File: src/rtl/rr_mux_arbiter.sv
// rr_mux_arbiter
// Round-robin arbiter in front of a shared 4:1 data mux with one registered
// output channel. Each cycle the arbiter picks one requester, steers its word
// through the select path and captures it in the output register using a
// valid/ready handshake. Up to one word per cycle passes through.
//
// Ports:
//   clk        rising-edge clock
//   rst_n      asynchronous active-low reset
//   req[3:0]   request per requester; bit k means requester k has a word on din
//   din        packed requester data; din[k*DATA_W +: DATA_W] is requester k
//   gnt[3:0]   one-hot acceptance; requester k's word is captured at this edge
//   out_valid  out_data/out_sel hold a valid word
//   out_ready  downstream accepts the word when out_valid && out_ready
//   out_data   registered selected word
//   out_sel    registered index of the requester that sourced out_data

module rr_mux_arbiter #(
    parameter int DATA_W = 8
) (
    input  logic                clk,
    input  logic                rst_n,
    input  logic [3:0]          req,
    input  logic [4*DATA_W-1:0] din,
    output logic [3:0]          gnt,
    output logic                out_valid,
    input  logic                out_ready,
    output logic [DATA_W-1:0]   out_data,
    output logic [1:0]          out_sel
);

    logic [1:0]        ptr;
    logic              load_ok;
    logic              has_winner;
    logic [1:0]        winner;
    logic [1:0]        idx;
    logic [DATA_W-1:0] din_arr [4];

    // Split the packed data bus into one word per requester so the selected
    // word can be picked by index.
    always_comb begin
        for (int k = 0; k < 4; k++) begin
            din_arr[k] = din[k*DATA_W +: DATA_W];
        end
    end

    // The output register may take a new word when it is empty or when its
    // current word is being consumed this cycle.
    assign load_ok = !out_valid || out_ready;

    // Round-robin search starting at ptr. Scanning offsets from 3 down to 0
    // lets the smallest offset with a request overwrite the others, so no
    // early exit from the loop is needed; the 2-bit index wraps naturally.
    always_comb begin
        has_winner = 1'b0;
        winner     = ptr;
        idx        = ptr;
        for (int i = 3; i >= 0; i--) begin
            idx = ptr + 2'(i);
            if (req[idx]) begin
                has_winner = 1'b1;
                winner     = idx;
            end
        end
    end

    // The grant is combinational so a requester learns in the same cycle that
    // its word is captured at the coming edge. It is held at zero during reset.
    always_comb begin
        gnt = 4'b0000;
        if (rst_n && load_ok && has_winner) begin
            gnt[winner] = 1'b1;
        end
    end

    // Output register and pointer. A load replaces the word even when the
    // previous one is being consumed on the same edge, which gives
    // back-to-back throughput. A drain only clears valid; data, select and
    // pointer are held. During a stall nothing changes.
    always_ff @(posedge clk or negedge rst_n) begin
        if (!rst_n) begin
            out_valid <= 1'b0;
            out_data  <= '0;
            out_sel   <= 2'b00;
            ptr       <= 2'b00;
        end else if (load_ok) begin
            if (has_winner) begin
                out_valid <= 1'b1;
                out_data  <= din_arr[winner];
                out_sel   <= winner;
                ptr       <= winner + 2'd1;
            end else begin
                out_valid <= 1'b0;
            end
        end
    end

endmodule

File: config.mk
export PLATFORM = sky130hd
export DESIGN_NAME = rr_mux_arbiter
export DESIGN_NICKNAME = d
export VERILOG_FILES = /design/src/rtl/rr_mux_arbiter.sv
export SDC_FILE = /design/constraint.sdc
export NUM_CORES = 1
export LEC_CHECK = 0
export CORE_ASPECT_RATIO = 1.1
export CORE_MARGIN = 5
export CORE_UTILIZATION = 41
export DETAILED_ROUTE_END_ITERATION = 10
export GPL_ROUTABILITY_DRIVEN = 0
export GPL_TIMING_DRIVEN = 0
export HOLD_SLACK_MARGIN = 0.12
export PLACE_DENSITY = 0.93
export SLEW_MARGIN = 20
export SYNTH_ARGS = -nofsm -noshare
export SYNTH_HDL_FRONTEND = slang
export SYNTH_SLANG_ARGS = --single-unit
File: constraint.sdc
create_clock -name clk -period 7.1 [get_ports clk]
set_clock_uncertainty 0.1 [all_clocks]
set_input_delay 2.13 -clock clk [delete_from_list [all_inputs] [get_ports clk]]
set_output_delay 2.13 -clock clk [all_outputs]
set_load 0.005 [all_outputs]
# Word level (Yosys, flattened, before mapping)
# Index checks and enable logic that the tools add are counted.
word_totals:
  latchBits: 0
  regBits: 13
  memories: 0
  mem_bits_rw: 0
  rom_bits: 0
  out_inout_bits: 15
op_classes:
  n_reduce_logical: 6
  order_cmp: 7
  n_addsub: 4
  n_bitwise: 1
  n_mux: 23
  eq_ne: 0
  multipliers: 0
  div: 0
  shifts: 0
op_table:
  columns: ["operator", "n"]
  rows:
  - ["8-bit binary-select mux with 2-bit select", 1]
  - ["8-bit 2-to-1 mux", 2]
  - ["2-bit by 3-bit < comparator with 1-bit output (second input constant)", 5]
  - ["1-bit 2-to-1 mux", 10]
  - ["1-bit binary-select mux with 2-bit select", 4]
  - ["2-bit 2-to-1 mux", 4]
  - ["2-bit by 1-bit adder with 2-bit output (second input constant)", 2]
  - ["2-bit adder (second input constant)", 2]
  - ["4-bit 2-to-1 mux", 1]
  - ["3-bit >= comparator (second input constant)", 1]
  - ["1-bit logical AND", 3]
  - ["2-bit NOT with 3-bit output", 1]
  - ["1-bit demux with 2-bit select", 1]
  - ["2-bit by 1-bit >= comparator with 1-bit output (second input constant)", 1]
  - ["2-bit AND reduction", 1]
  - ["1-bit zero test", 1]
  - ["1-bit logical OR", 1]

# Longest topological paths before layout
depth:
  word_depth: 12
  ltp_mapped: 6

# Worst setup path before layout
# Ideal clock, no wire load.
synth_timing:
  path_type: "input to output"
  start: "input port req[2]"
  end: "output port gnt[1]"
  setup_slack_ns: 1.767
  stages: 5
  arrival_ns: 3.103
  path_buffers: 1
  cell_sequence: "nor2b_1 -> o221ai_4 -> or2_4 -> buf_12 -> nor3_1"
synth_between:
  elab_chain_len: 11
  elab_cells_between_ends: 23
  classes_between: "2 x order compare; 19 x mux; 2 x reduce/logical"
synth_lines:
  columns: ["element", "line_no", "text"]
  rows:
  - ["start: declaration", "23", "input logic [3:0] req,"]
  - ["1-bit binary-select mux with 2-bit select", "60", "if (req[idx]) begin"]
  - ["1-bit 2-to-1 mux (not written as such)", "60", null]
  - ["2-bit 2-to-1 mux (4 in a row)", "60", null]
  - ["2-bit by 3-bit < comparator with 1-bit output (not written as such) or 2-bit by 1-bit >= comparator with 1-bit output (tied branches)", "72", "gnt[winner] = 1'b1;"]
  - ["1-bit logical AND (not written as such)", "72", null]
  - ["1-bit 2-to-1 mux (not written as such)", "72", null]
  - ["1-bit demux with 2-bit select", "72", null]
  - ["4-bit 2-to-1 mux *", "71", "if (rst_n && load_ok && has_winner) begin"]
  - ["end: declaration", "25", "output logic [3:0] gnt,"]
# Every way passes the cells marked *; elsewhere a longest branch is shown, timed or not. The select of a mux whose other input is x is not followed.

# Worst setup path in the final report
layout_timing:
  start: "input port req[1]"
  end: "output port gnt[2]"
# Same word-level chain as after synthesis.

==> impl_results.html <==
<table>
<tr><th>Metric</th><th>Value</th></tr>
<tr><th colspan="2">Layout</th></tr>
<tr><td>Layout cell share with drive strength beyond 1</td><td>0.133</td></tr>
<tr><td>Number of diodes</td><td>0</td></tr>
<tr><td>Most used cells in the layout excluding fill and tap cells</td><td>53 x clkdlybuf4s50_1, 13 x dfrtp_1, 10 x nor2_1</td></tr>
<tr><td># nets final</td><td>190</td></tr>
<tr><td>Utilization after layout</td><td>0.697</td></tr>
<tr><td>Area delta synth-&gt;final</td><td>61.0%</td></tr>
<tr><td>Commonest non-fill, non-tap cell in the layout</td><td>clkdlybuf4s50_1</td></tr>
<tr><th colspan="2">Timing</th></tr>
<tr><td>Max-slew violations</td><td>0</td></tr>
<tr><td>Post-layout min period</td><td>6470 ps</td></tr>
<tr><td>Slew margin rel.</td><td>0.589</td></tr>
<tr><td>Setup tns final</td><td>0 ps</td></tr>
<tr><td>Unrepaired setup endpoints after global routing</td><td>no</td></tr>
<tr><td>Highest Clock Rate</td><td>155 MHz</td></tr>
<tr><td>Worst-Margin Slew</td><td>614 ps</td></tr>
<tr><td>Final setup fails</td><td>0</td></tr>
<tr><td>Endpoints failing hold</td><td>0</td></tr>
<tr><td>Fin crit share</td><td>0.911</td></tr>
<tr><th colspan="2">Placed design</th></tr>
<tr><td>Final HPWL from detailed placement</td><td>2.22 mm</td></tr>
<tr><td>Count of input and output buffers</td><td>53</td></tr>
<tr><th colspan="2">Routing</th></tr>
<tr><td>DRC viols</td><td>0</td></tr>
<tr><td>Via Count</td><td>962</td></tr>
<tr><td>Post-detailed-routing wire length</td><td>2.77 mm</td></tr>
<tr><td>First-pass detailed-route iteration total</td><td>4</td></tr>
<tr><td>Post-route antenna net violation count</td><td>0</td></tr>
<tr><td>Post-DR vias/cell</td><td>5.34</td></tr>
<tr><td>Number of DRC violations after detailed-routing iteration 0</td><td>6</td></tr>
<tr><td>Average wire per standard cell</td><td>15.4 um</td></tr>
<tr><th colspan="2">Floorplan</th></tr>
<tr><td>Overall die width</td><td>56.5 um</td></tr>
<tr><td>Die boundary height</td><td>61.1 um</td></tr>
<tr><td>Number of placement rows</td><td>18</td></tr>
<tr><td>Die Footprint</td><td>0.00345 mm2</td></tr>
<tr><td>Core Region</td><td>0.00225 mm2</td></tr>
<tr><td>Starting density of the core</td><td>0.433</td></tr>
<tr><td>Number of placed I/O pins</td><td>54</td></tr>
<tr><th colspan="2">Clocking</th></tr>
<tr><td>CTS tree</td><td>yes</td></tr>
<tr><td>CTS Root Buffer Type</td><td>clkbuf_4</td></tr>
<tr><td>Total of hold buffers inserted after clock tree synthesis</td><td>0</td></tr>
<tr><td>Number of H-tree levels</td><td>1</td></tr>
<tr><td>TritonCTS buffer count</td><td>3</td></tr>
<tr><td>Clock buffer depth</td><td>2</td></tr>
<tr><td>Total setup buffers inserted after CTS</td><td>0</td></tr>
<tr><td>Worst-path clk slew</td><td>80 ps</td></tr>
<tr><td>Source-to-sink clock delay at the later pin of the worst-skew pair</td><td>280 ps</td></tr>
<tr><td># resized after CTS</td><td>0</td></tr>
<tr><td>Sink Count</td><td>13</td></tr>
<tr><th colspan="2">Global route</th></tr>
<tr><td>Wire length of the first global-routing pass</td><td>4.42 mm</td></tr>
<tr><td>Total congestion overflow</td><td>0</td></tr>
<tr><td>Initial antenna violation count</td><td>0</td></tr>
<tr><td>Vias in the first global route</td><td>1011</td></tr>
<tr><td>Largest net degree at the start of global routing</td><td>15</td></tr>
<tr><td>Total global-route track usage</td><td>0.164</td></tr>
<tr><th colspan="2">Worst setup path</th></tr>
<tr><td>Origin of the critical flop-to-flop path</td><td>ptr[1]</td></tr>
<tr><td>Setup crit start kind</td><td>primary input</td></tr>
<tr><td>R2r worst-path depth</td><td>5</td></tr>
<tr><td>Max Fanout on Critical Path</td><td>10</td></tr>
<tr><td>Arr. time, crit path</td><td>4240 ps</td></tr>
<tr><td>Element type at the critical path end</td><td>primary output</td></tr>
<tr><td>Register-to-Register Setup Slack</td><td>5060 ps</td></tr>
<tr><td>Reg-to-reg endpoint</td><td>out_data[0]</td></tr>
<tr><td>Type of the worst setup path</td><td>primary input to primary output</td></tr>
<tr><td>Worst path required time</td><td>4870 ps</td></tr>
<tr><th colspan="2">Pwr</th></tr>
<tr><td>P_leak</td><td>0.000595 uW</td></tr>
<tr><td>Largest voltage drop on the vdd net</td><td>0.183 mV</td></tr>
<tr><td>Pwr Density</td><td>271 mW/mm2</td></tr>
<tr><th colspan="2">Worst hold path</th></tr>
<tr><td>Startpoint of the lowest-slack hold path</td><td>out_sel[1]</td></tr>
<tr><td>Hold worst-path end</td><td>out_sel[1]</td></tr>
<tr><td>Type of the worst min-delay path</td><td>register to register</td></tr>
<tr><td>Worst hold path stage count</td><td>1</td></tr>
<tr><th colspan="2">Yosys</th></tr>
<tr><td>Post-synthesis instance area</td><td>975 um2</td></tr>
<tr><td>Synthesized instance count</td><td>93</td></tr>
<tr><td>Cell type contributing the most total cell area after synthesis</td><td>dfrtp_1</td></tr>
<tr><td>Post-synthesis average cell area</td><td>10.5 um2</td></tr>
<tr><td>Distinct cell type count after synthesis</td><td>33</td></tr>
<tr><td>Register bit count reported by yosys</td><td>13</td></tr>
<tr><td>Biggest area contributors in the synthesized netlist</td><td>dfrtp_1 33%, mux2i_1 8.2%, a211oi_1 6.2%</td></tr>
<tr><td>Ys Warns</td><td>0</td></tr>
<tr><td>Seq/Total Area, Yosys</td><td>0.334</td></tr>
<tr><td>Top-area cell type share of the netlist area</td><td>0.334</td></tr>
<tr><td>Net Count, Synth</td><td>132</td></tr>
<tr><th colspan="2">Run</th></tr>
<tr><td>Total of max-cap violations</td><td>0</td></tr>
<tr><th colspan="2">Status</th></tr>
<tr><td>Outcome</td><td>finished, final reports clean</td></tr>
</table>
[power breakdown]
group / total (uW) / switching [uW] / internal [uW]
Clock: 47.3 / 25.4 / 21.8
Combinational: 254 / 111 / 143
Sequential: 124 / 19.7 / 104
[state kept, by name, summed over array words and instances (netlist names)]
register,flops
out_data,8
ptr,2
out_valid,1
out_sel,2
[synthesized netlist by cell type]
cell	count
dfrtp_1	13
nor2_1	10
a211oi_1	8
mux2i_1	8
o21a_1	8
inv_1	5
a21oi_1	4
nor3_1	4
a2111oi_0	3
a2111oi_2	3
a2111oi_4	2
buf_6	2
nand2b_1	2
nor2_2	2
a21o_1	1
a21oi_4	1
buf_12	1
clkbuf_1	1
inv_2	1
mux2_2	1
nand2_1	1
nor2b_1	1
nor4_1	1
o21ai_0	1
o221ai_4	1
o22a_1	1
o22a_2	1
o22ai_1	1
o311ai_1	1
or2_1	1
or2_4	1
or3b_4	1
xnor2_1	1
[per-stage QoR]
stage                     area (um2)  hold WS [ps]  instances  total power, uW  setup WS [ps]
after global placement          1540           372        176              372            680
after CTS                       1570           396        180              431            610
after floorplan                  975           374         93              273           1770
after global routing            1570           421        180              452            506
final                           1570           390        180              425            633
after detailed placement        1540           366        176              381            623
[worst max-delay path by stage]
stage / start / endpoint / slack (ps)
2_1_floorplan: req[2] / gnt[1] / 1770
3_3_place_gp: req[1] / gnt[0] / 680
3_5_place_dp: req[1] / gnt[0] / 620
4_1_cts: req[1] / gnt[0] / 610
5_1_grt: req[1] / gnt[2] / 510
6_report: req[1] / gnt[2] / 630
[per-layer routing]
layer	GRT usage	vias up	part of all wire	routed length [um]
met5	0	-	0	0
met4	0.0712	0	0.016	44
met3	0.0482	6	0.078	216
met2	0.297	41	0.51	1420
met1	0.180	445	0.39	1080
li1	-	470	-	-
[layout make-up]
type / count / area [um2]
fill: 182 / 683
sequential: 13 / 325
clock buffer: 4 / 26.3
inverter: 6 / 22.5
tap: 30 / 37.5
multi-input combinational: 70 / 581
timing repair buffer: 53 / 531
buffer: 4 / 46.3
[worst max-delay path, cell delays in order]
cell and delay [ps]:
clkdlybuf4s50_1 500, or2_1 300, o221ai_4 330, nor2_2 100, buf_6 170, nor3_1 170, clkdlybuf4s50_1 530
[logic make-up after synthesis]
| kind of cell | share of synthesized area |
|---|---|
| flops | 0.334 |
| compound gates | 0.365 |
| buf+inv | 0.0706 |
| xor+xnor | 0.00899 |
| mux | 0.0937 |
| simple gates | 0.128 |
Note: power is estimated with default switching activity, not from simulation.
